===== config.mk =====
export PLATFORM = sky130hd
export DESIGN_NAME = pipeline_hazard_ctrl
export DESIGN_NICKNAME = d
export VERILOG_FILES = /design/src/rtl/pipeline_hazard_ctrl.sv
export SDC_FILE = /design/constraint.sdc
export NUM_CORES = 1
export LEC_CHECK = 0
export ABC_AREA = 0
export CORE_UTILIZATION = 51
export CTS_CLUSTER_SIZE = 14
export DETAILED_ROUTE_END_ITERATION = 12
export PLACE_DENSITY = 0.85
export SYNTH_ARGS = -nofsm -noshare
export SYNTH_HDL_FRONTEND = slang
export SYNTH_SLANG_ARGS = --single-unit

===== constraint.sdc =====
create_clock -name clk -period 6.2 [get_ports clk]
set_clock_uncertainty 0.05 [all_clocks]
set_input_delay 1.24 -clock clk [delete_from_list [all_inputs] [get_ports clk]]
set_output_delay 1.24 -clock clk [all_outputs]
set_load 0.03 [all_outputs]

===== src/rtl/pipeline_hazard_ctrl.sv =====
// Pipeline hazard controller: picks the winning hazard each cycle and drives
// stage enables, bubble/flush/kill controls and stall/flush perf counters.
// Control outputs are combinational from state and inputs; state and counters update on the next clk edge.
module pipeline_hazard_ctrl #(
  parameter int REGW        = 4,
  parameter int CNTW        = 16,
  parameter int MEM_TIMEOUT = 15
) (
  input  logic            clk,
  input  logic            rst,
  input  logic [REGW-1:0] id_rs,
  input  logic [REGW-1:0] id_rt,
  input  logic            id_rs_used,
  input  logic            id_rt_used,
  input  logic [REGW-1:0] ex_rd,
  input  logic            ex_mem_read,
  input  logic            id_br_mispredict,
  input  logic            imem_ready,
  input  logic            mem_req,
  input  logic            dmem_ready,
  input  logic            wb_halt,
  output logic            pc_en,
  output logic            if_id_en,
  output logic            id_ex_en,
  output logic            ex_mem_en,
  output logic            mem_wb_en,
  output logic            if_id_flush,
  output logic            id_ex_bubble,
  output logic            wb_kill,
  output logic            halted,
  output logic            mem_timeout,
  output logic [CNTW-1:0] stall_cnt,
  output logic [CNTW-1:0] flush_cnt,
  output logic [2:0]      state
);

  typedef enum logic [2:0] {
    RUN       = 3'd0,
    LU_STALL  = 3'd1,
    DMEM_WAIT = 3'd2,
    IMEM_WAIT = 3'd3,
    HALTED    = 3'd4
  } state_t;

  typedef enum logic [2:0] {
    C_NONE, C_HALT, C_DMEM, C_LU, C_BR, C_IMEM
  } cond_t;

  // Wait counter saturates one past the limit so "exceeded" stays representable.
  localparam int WW = $clog2(MEM_TIMEOUT + 2);

  state_t          state_q, state_d;
  cond_t           win;
  logic            dmem_c, lu_c;
  logic [WW-1:0]   wait_cnt_q;
  logic [WW-1:0]   wait_nxt;

  // Raw hazard conditions; register 0 never creates a load-use dependency.
  always_comb begin
    dmem_c = mem_req && !dmem_ready;
    lu_c   = ex_mem_read && (ex_rd != '0) &&
             ((id_rs_used && (id_rs == ex_rd)) || (id_rt_used && (id_rt == ex_rd)));
  end

  // Priority resolution; nothing wins while in reset or once halted.
  always_comb begin
    win = C_NONE;
    if (rst || state_q == HALTED)   win = C_NONE;
    else if (wb_halt)               win = C_HALT;
    else if (dmem_c)                win = C_DMEM;
    else if (lu_c)                  win = C_LU;
    else if (id_br_mispredict)      win = C_BR;
    else if (!imem_ready)           win = C_IMEM;
  end

  // Next-state and pipeline control outputs from the winning condition.
  always_comb begin
    state_d      = state_q;
    pc_en        = 1'b1;
    if_id_en     = 1'b1;
    id_ex_en     = 1'b1;
    ex_mem_en    = 1'b1;
    mem_wb_en    = 1'b1;
    if_id_flush  = 1'b0;
    id_ex_bubble = 1'b0;
    wb_kill      = 1'b0;
    halted       = 1'b0;
    if (!rst && state_q == HALTED) begin
      pc_en     = 1'b0;
      if_id_en  = 1'b0;
      id_ex_en  = 1'b0;
      ex_mem_en = 1'b0;
      mem_wb_en = 1'b0;
      wb_kill   = 1'b1;
      halted    = 1'b1;
    end else begin
      case (win)
        C_HALT: begin
          // The HLT itself still retires unless the memory stage is blocked.
          state_d = HALTED;
          if (dmem_c) begin
            pc_en     = 1'b0;
            if_id_en  = 1'b0;
            id_ex_en  = 1'b0;
            ex_mem_en = 1'b0;
            mem_wb_en = 1'b0;
            wb_kill   = 1'b1;
          end
        end
        C_DMEM: begin
          state_d   = DMEM_WAIT;
          pc_en     = 1'b0;
          if_id_en  = 1'b0;
          id_ex_en  = 1'b0;
          ex_mem_en = 1'b0;
          mem_wb_en = 1'b0;
          wb_kill   = 1'b1;
        end
        C_LU: begin
          state_d      = LU_STALL;
          pc_en        = 1'b0;
          if_id_en     = 1'b0;
          id_ex_bubble = 1'b1;
        end
        C_BR: begin
          state_d     = RUN;
          if_id_flush = 1'b1;
        end
        C_IMEM: begin
          state_d     = IMEM_WAIT;
          pc_en       = 1'b0;
          if_id_flush = 1'b1;
        end
        default: state_d = RUN;
      endcase
    end
  end

  // State register; HALTED holds because state_d defaults to state_q.
  always_ff @(posedge clk) begin
    if (rst) state_q <= RUN;
    else     state_q <= state_d;
  end

  assign state = rst ? 3'(RUN) : 3'(state_q);

  // Next DMEM wait count, saturating just past the timeout limit.
  always_comb begin
    wait_nxt = wait_cnt_q;
    if (wait_cnt_q != WW'(MEM_TIMEOUT + 1)) wait_nxt = wait_cnt_q + 1'b1;
  end

  // DMEM wait tracking and sticky timeout flag.
  always_ff @(posedge clk) begin
    if (rst) begin
      wait_cnt_q  <= '0;
      mem_timeout <= 1'b0;
    end else if (win == C_DMEM) begin
      wait_cnt_q <= wait_nxt;
      if (wait_nxt > WW'(MEM_TIMEOUT)) mem_timeout <= 1'b1;
    end else if (state_q != HALTED) begin
      wait_cnt_q <= '0;
    end
  end

  // Saturating performance counters; frozen while halted since win is C_NONE.
  always_ff @(posedge clk) begin
    if (rst) begin
      stall_cnt <= '0;
      flush_cnt <= '0;
    end else begin
      if ((win == C_DMEM || win == C_LU || win == C_IMEM || (win == C_HALT && dmem_c)) &&
          stall_cnt != '1)
        stall_cnt <= stall_cnt + 1'b1;
      if (win == C_BR && flush_cnt != '1)
        flush_cnt <= flush_cnt + 1'b1;
    end
  end

endmodule


==> results.md, run 1 <==
* Wire length of the first global-routing pass at around 9.1 mm
* Share of total power in the clock network at 34.9%
* Post-DP HPWL at 4.04 mm
* Number of clock buffers inserted by TritonCTS at 5
* Per-cell via count in the routed design at between 5 and 6
* Critical Path Max Stage Delay at a little under 600 ps
* Hold_ws at 448 ps
* Kind of capture point of the worst setup path: primary output
* Vias in the first global route at 2041
* Sequential power share at 50.4%
* Synthesis Warnings at 0
* Portion of the clock cycle consumed by the worst path in the final layout at 81.3%
* Syn Inst Count at 280
* Post-CTS Setup Bufs at 0
* Cell occurring most often along the worst timing path: sky130_fd_sc_hd__clkdlybuf4s50_1
* Proportion of power drawn by combinational gates at 14.7%
* Area growth from synthesis to layout at 34.2%
* Total Negative Setup Slacks at 0 ps
* Max-capacitance violation count at 0
* Die outline width at approximately 69 um
* GRT overflow at 0
* Iteration count of the initial detailed-routing pass at 4
* Syn_nets at 307
* Number of enable-type register cells in the synthesized netlist at 0
* Required time reported for the critical path endpoint at 4910 ps
* Setup-violating endpoint count in the final report at 0
* Clock-pin slew of the registers on the worst-case setup and hold paths at about 90 ps
* Total number of vias at 2329
* Switching share of total power at 26.6%
* Placeable Area at 4140 um^2
* DRC violation count after routing at 0
* Share of layout cells above drive strength 1 at 5.81%
* Initial Utilization at 54.7%
* Area of the mapped netlist at 2270 um^2
* Initial detailed-routing violation count at roughly 170
* Clock Root Buffer: sky130_fd_sc_hd__clkbuf_8
* Source-to-sink clock delay at the later pin of the worst-skew pair at 300 ps
* Overall power consumption at 531 uW
* Crit path launch type: input pin
* Final critical delay including setup and external delays at 5040 ps
* I/O Pins at 67
* Sw power at 141 uW
* P_int at 390 uW
* Maximum number of pins on one net before global-route repair at 37
* Number of max-slew violations in the final report at 0
* Ordered cell list for the critical path: clkdlybuf4s50_1 > inv_1 > a22o_1 > nor4_4 > nor4_2 > or2_2 > o21a_1 > clkdlybuf4s50_1
* Total power density per cell area at 175 nW/um^2
* Post-cts resize count at 0
* Post-detailed-route count of antenna-violating nets at 0
* Total global-route track usage at between 20% and 30%
* Unrepaired setup endpoints after global routing: false
* DRT Wirelength at 5.64 mm
* Clock tree from TritonCTS: yes
* Number of sinks handled by clock tree synthesis at 41
* Most common flop cell mapped by yosys: sky130_fd_sc_hd__dfxtp_1
* Maximum ir drop on the vdd rail at 0.108 mV
* Total leakage power at a little under 0.001 uW
* Number of nets in the finished design at 370
* Outcome: finished clean
* Signal arrival time at the worst endpoint at 3750 ps
* Number of unique standard cell types used by synthesis at 47
* Post-synthesis async set-or-reset flop share at 0%
* Antenna cell count at 0
* Type of the setup path with the least slack: input pin to primary output
* Gpl congestion at 0.844
* Hold Vio Cnt, Final at 0
* Row cnt at 23
* Die height at 68.7 um
* Category of cells accounting for the largest share of critical-path delay: buffers and inverters
* Sequential share of the synthesized area at 36.2%
* Buffers and inverters on the worst path at 3
* Number of antenna violations at the first check in global routing at 0
* Die area at between 4000 and 5000 um^2
* Type of the worst min-delay path: flip-flop to flip-flop
* Syn Area/Cell at slightly above 8 um^2
* Number of buffers on the longest clock path at 2
* Average routed wire per standard cell at around 14 um
* CTS Hold Buffers Added at 0
* H-tree lvl count at 2
* Number of input and output port buffers inserted at 66
* FMAX at around 0.20 GHz
* Slowest CP cell: sky130_fd_sc_hd__clkdlybuf4s50_1
* Critical path peak fanout at 5
* Relative max-transition margin at 42.4%
* Number of storage elements in the synthesis netlist at 41
* Transition at the pin with the smallest max-transition slack at 863 ps
-- layout make-up --
type	count	area [um^2]
inverter	14	52.6
multi-input combinational	212	1330
clock inverter	2	13.8
fill	353	1100
tap	50	62.6
timing repair buffer	69	683
sequential	41	821
clock buffer	6	82.6
-- worst paths after layout --
check,startpoint,slack [ps],end,cells after the start
worst max-delay path,ex_rd[1],1160,pc_en,8
worst min-delay path,stall_cnt[14],450,stall_cnt[14],2
worst max register to register,stall_cnt[3],3690,stall_cnt[11],8
worst min register to register,stall_cnt[14],450,stall_cnt[14],2
-- cells in the mapped netlist (2+ instances only) --
library cell / instances / area share [%]
sky130_fd_sc_hd__nand2_1: 18 / 3.0
sky130_fd_sc_hd__nand4_1: 5 / 1.4
sky130_fd_sc_hd__nor2_1: 16 / 2.7
sky130_fd_sc_hd__clkbuf_1: 6 / 0.99
sky130_fd_sc_hd__nand2b_1: 4 / 1.1
sky130_fd_sc_hd__o21a_1: 3 / 0.99
sky130_fd_sc_hd__xnor2_1: 4 / 1.5
sky130_fd_sc_hd__buf_2: 3 / 0.66
sky130_fd_sc_hd__or3_1: 16 / 4.4
sky130_fd_sc_hd__and4_1: 2 / 0.77
sky130_fd_sc_hd__o311ai_1: 3 / 1.2
sky130_fd_sc_hd__o31a_1: 2 / 0.77
sky130_fd_sc_hd__o31ai_1: 7 / 2.3
sky130_fd_sc_hd__and2_1: 2 / 0.55
sky130_fd_sc_hd__or2_2: 3 / 0.83
sky130_fd_sc_hd__o21ai_0: 20 / 4.4
sky130_fd_sc_hd__and3_1: 4 / 1.1
sky130_fd_sc_hd__xor2_1: 5 / 1.9
sky130_fd_sc_hd__nand3b_1: 2 / 0.66
sky130_fd_sc_hd__nor4_2: 3 / 1.7
sky130_fd_sc_hd__nand3_1: 20 / 4.4
sky130_fd_sc_hd__inv_1: 13 / 2.2
sky130_fd_sc_hd__a21oi_1: 27 / 6.0
sky130_fd_sc_hd__dfxtp_1: 41 / 36
sky130_fd_sc_hd__or4_1: 4 / 1.3
sky130_fd_sc_hd__o41ai_1: 4 / 1.5
sky130_fd_sc_hd__ha_1: 5 / 2.8
sky130_fd_sc_hd__a21o_1: 2 / 0.66
sky130_fd_sc_hd__o211ai_1: 4 / 1.3
sky130_fd_sc_hd__nor4_1: 4 / 1.1
sky130_fd_sc_hd__nor3_1: 7 / 1.5
sky130_fd_sc_hd__buf_4: 2 / 0.66
sky130_fd_sc_hd__nor2b_1: 5 / 1.4
-- cells by family after synthesis --
family                   share of synthesized area [%]
flip-flops                                        36.2
multiplexers                                     0.939
AND/OR/NAND/NOR                                   29.5
adder cells (fa/ha/maj)                           2.76
XOR/XNOR                                          3.48
AO/OA/AOI/OAI                                     21.8
buffers and inverters                             5.30
-- placed cells by master, fill, tap and decap left out, types with 2 or more instances in the layout --
cell and n:
sky130_fd_sc_hd__buf_4 3, sky130_fd_sc_hd__nand3b_1 2, sky130_fd_sc_hd__nor3_1 7, sky130_fd_sc_hd__a21o_1 2, sky130_fd_sc_hd__nand4_1 5, sky130_fd_sc_hd__or3_1 16, sky130_fd_sc_hd__xor2_1 5, sky130_fd_sc_hd__o311ai_1 3
sky130_fd_sc_hd__and2_1 2, sky130_fd_sc_hd__a21oi_1 27, sky130_fd_sc_hd__and3_1 4, sky130_fd_sc_hd__o21a_1 3, sky130_fd_sc_hd__or4_1 4, sky130_fd_sc_hd__dfxtp_1 41, sky130_fd_sc_hd__nand2b_1 4, sky130_fd_sc_hd__nand2_1 18
sky130_fd_sc_hd__and4_1 2, sky130_fd_sc_hd__nand3_1 20, sky130_fd_sc_hd__xnor2_1 4, sky130_fd_sc_hd__nor2_1 16, sky130_fd_sc_hd__o21ai_0 20, sky130_fd_sc_hd__o31ai_1 7, sky130_fd_sc_hd__or2_2 3, sky130_fd_sc_hd__nor4_2 3
sky130_fd_sc_hd__o31a_1 2, sky130_fd_sc_hd__o211ai_1 4, sky130_fd_sc_hd__nor2b_1 5, sky130_fd_sc_hd__ha_1 5, sky130_fd_sc_hd__nor4_1 4, sky130_fd_sc_hd__clkbuf_8 6, sky130_fd_sc_hd__o41ai_1 4, sky130_fd_sc_hd__inv_1 13
sky130_fd_sc_hd__clkdlybuf4s50_1 66
-- worst min-delay path: stages (launching register included) --
cell	delay, ps
sky130_fd_sc_hd__dfxtp_1	340
sky130_fd_sc_hd__o31ai_1	70
sky130_fd_sc_hd__a21oi_1	50
-- routing by layer --
| metal | vias to the layer above | track usage [%] | wire, um |
|---|---|---|---|
| met5 | - | 0 | 0 |
| met1 | 1073 | 31.8 | 2560 |
| li1 | 1159 | - | - |
| met3 | 10 | 7.07 | 278 |
| met4 | 0 | 10.4 | 83 |
| met2 | 87 | 42.2 | 2720 |
-- per-stage QoR --
stage	worst slack, ps	util, %	cell area (um^2)	instances
finish	1160	73.4	3040	394
global route	1040	73.4	3040	394
CTS	1160	73.4	3040	394
detailed placement	1160	71.0	2940	386
global placement	1210	71.0	2940	386
floorplan	1970	-	2270	280
-- power groups by stage --
stage               clock network, uW  registers (uW)  logic (uW)
global placement                    0             274        75.5
floorplan                           0             276        43.5
global route                      201             268        83.7
CTS                               187             268        77.8
finish                            185             268        77.8
detailed placement                  0             274        77.3
-- state kept, by name, summed over array words and instances (netlist names) --
| name | cells |
|---|---|
| flush_cnt | 16 |
| stall_cnt | 16 |
| wait_cnt_q | 5 |
| state_q | 3 |
| mem_timeout | 1 |
(Power assumes the default switching activity.)
==> inputs of run 2 (changes only) <==
CORE_UTILIZATION = 47   (was 51)
PLACE_DENSITY = 0.8   (was 0.85)
clock period = 5 ns   (was 6.2 ns; I/O delays follow)
==> results.md, run 2 (synthesis gave the netlist of run 1 again) <==
* Outcome: finished clean
* Total global-route track usage at 23.6% (-2.2 points)
* Gpl congestion at 0.837 (-0.82%)
* Maximum ir drop on the vdd rail at 0.142 mV (+32%)
* Buffers and inverters on the worst path at 2 (-1)
* Total leakage power at 0.000996 uW (+0.31%)
* Multi-input gate area in the final layout at 1330 um^2 (unchanged)
* Ordered cell list for the critical path: clkdlybuf4s50_1 > o41a_1 > nand3_1 > nor4_2 > nor4_2 > or2_2 > o21a_1 > clkdlybuf4s50_1
* Clock tree from TritonCTS: yes
* Placeable Area at 4500 um^2 (+8.7%)
* Number of sinks handled by clock tree synthesis at 41 (unchanged)
* Kind of capture point of the worst setup path: primary output
* Number of clock buffers inserted by TritonCTS at 5 (unchanged)
* Antenna cell count at 0 (unchanged)
* Critical Path Max Stage Delay at 580 ps (about the same)
* Max-capacitance violation count at 0 (unchanged)
* Met1 Use GR at 32.2% (+0.41 points)
* Most used cells in the layout excluding fill and tap cells: 66 x sky130_fd_sc_hd__clkdlybuf4s50_1, 41 x sky130_fd_sc_hd__dfxtp_1, 27 x sky130_fd_sc_hd__a21oi_1
* Post-detailed-route count of antenna-violating nets at 0 (unchanged)
* Clock Root Buffer: sky130_fd_sc_hd__clkbuf_8
* CTS Hold Buffers Added at 0 (unchanged)
* GRT overflow at 0 (unchanged)
* Hold Vio Cnt, Final at 0 (unchanged)
* Final critical delay including setup and external delays at 4590 ps
* Total number of vias at 2266 (-2.7%)
* Post-cts resize count at 0 (unchanged)
* Wire length of the first global-routing pass at 9.66 mm (+6.2%)
* Post-DP HPWL at 4.18 mm (+3.6%)
* Category of cells accounting for the largest share of critical-path delay: buffers and inverters
* Global-route track usage on met2 at 38.2% (-4.0 points)
* Post-CTS Setup Bufs at 0 (unchanged)
* Met3 Usage GRT at 4.50% (-2.6 points)
* Number of antenna violations at the first check in global routing at 0 (unchanged)
* Maximum number of pins on one net before global-route repair at 36 (-2.7%)
* Die height at 71.4 um (+4.0%)
* H-tree lvl count at 2 (unchanged)
* I/O Pins at 67 (unchanged)
* Number of max-slew violations in the final report at 0 (unchanged)
* Number of buffers on the longest clock path at 2 (unchanged)
* Area occupied by registers at 821 um^2 (unchanged)
* Crit path launch type: input pin
* Signal arrival time at the worst endpoint at 3540 ps (-210 ps)
* Global routing's busiest layer: met2
* Relative max-transition margin at 42.2% (-0.19 points)
* Die outline width at 71.4 um (+4.0%)
* DRT Wirelength at 5.69 mm (+0.89%)
* Type of the worst min-delay path: flip-flop to flip-flop
* Number of nets in the finished design at 370 (unchanged)
* FMAX at roughly 0.22 GHz
* Die area at 5100 um^2 (+8.3%)
* Slowest CP cell: sky130_fd_sc_hd__clkdlybuf4s50_1
* Average routed wire per standard cell at 14.4 um (+0.38%)
* Most common cell after layout, fill and taps aside: sky130_fd_sc_hd__clkdlybuf4s50_1
* Total Negative Setup Slacks at 0 ps (unchanged)
* Setup-violating endpoint count in the final report at 0 (unchanged)
* Critical path peak fanout at 5 (unchanged)
* Source-to-sink clock delay at the later pin of the worst-skew pair at 290 ps (about the same)
* Vias in the first global route at 2089 (+2.4%)
* Type of the setup path with the least slack: input pin to primary output
* Share of layout cells above drive strength 1 at 5.81% (unchanged)
* Number of input and output port buffers inserted at 66 (unchanged)
* Clock-pin slew of the registers on the worst-case setup and hold paths at 70 ps (-20 ps)
* Portion of the clock cycle consumed by the worst path in the final layout at 91.8%
* Initial detailed-routing violation count at 178 (+6.6%)
* DRC violation count after routing at 0 (unchanged)
* Total instance count after detailed placement at 388 (+0.52%)
* Iteration count of the initial detailed-routing pass at 4 (unchanged)
* Unrepaired setup endpoints after global routing: false
* Filler Cells Inserted at 394 (+12%)
* Row cnt at 24 (+4.3%)
* Total power density per cell area at 218 nW/um^2 (+25%)
* Per-cell via count in the routed design at 5.72 (-3.2%)
* Area growth from synthesis to layout at 34.5%
* Required time reported for the critical path endpoint at 3950 ps (-960 ps)
* Largest registers in the final layout: flush_cnt: 16 flops, stall_cnt: 16 flops, wait_cnt_q: 5 flops
* Transition at the pin with the smallest max-transition slack at 866 ps (+2.80 ps)
* Initial Utilization at 50.3% (-4.4 points)
* Final std cells w/o fill at 396 (+0.51%)
run 2: changes by cell type in the layout (fill, tap and decap cells not counted), sizes merged:
| cell | change |
|---|---|
| clkinv | -1 |
| clkbuf | +1 |
run 2: report_power, final:
| group | switching [uW] | internal, uW | total [uW] |
|---|---|---|---|
| Clock | 113 | 125 | 238 |
| Combinational | 54.2 | 42.0 | 96.2 |
| Sequential | 2.68 | 329 | 332 |
| Total | 170 | 496 | 666 |
run 2: layout make-up:
type | count | area share (%)
multi-input combinational | 212 | 43.5
sequential | 41 | 26.9
timing repair buffer | 69 | 22.4
clock buffer | 7 | 3.16
tap | 52 | 2.13
inverter | 14 | 1.72
clock inverter | 1 | 0.164
run 2: through the flow:
step	area (um^2)	setup slack (ps)	power, uW	hold WS (ps)	util (%)
floorplan	2270	1250	396	412	-
global placement	2950	489	434	420	65.4
detailed placement	2950	452	435	429	65.4
CTS	3050	428	669	445	67.7
global route	3050	311	689	468	67.7
finish	3050	408	666	446	67.7
run 2: path summary, 6_finish.rpt:
check	startpoint	endpoint	slack, ps	cells past startpoint
max	ex_rd[1]	pc_en	410	8
min reg2reg	wait_cnt_q[4]	wait_cnt_q[4]	450	2
max reg2reg	stall_cnt[3]	stall_cnt[11]	2480	8
min	wait_cnt_q[4]	wait_cnt_q[4]	450	2
run 2: layer usage:
| metal | wire, um | part of all wire [%] |
|---|---|---|
| met5 | 0 | 0 |
| met4 | 74 | 1.3 |
| met3 | 228 | 4.0 |
| met2 | 2690 | 47 |
| met1 | 2700 | 47 |
run 2: worst register-to-register path, stage by stage, from the launching register on:
cell	delay [ps]
sky130_fd_sc_hd__dfxtp_1	430
sky130_fd_sc_hd__and4_1	270
sky130_fd_sc_hd__nand3_1	240
sky130_fd_sc_hd__nor3_1	380
sky130_fd_sc_hd__nand4_1	170
sky130_fd_sc_hd__o211ai_1	140
sky130_fd_sc_hd__buf_4	320
sky130_fd_sc_hd__nor4_1	110
sky130_fd_sc_hd__mux2_1	320
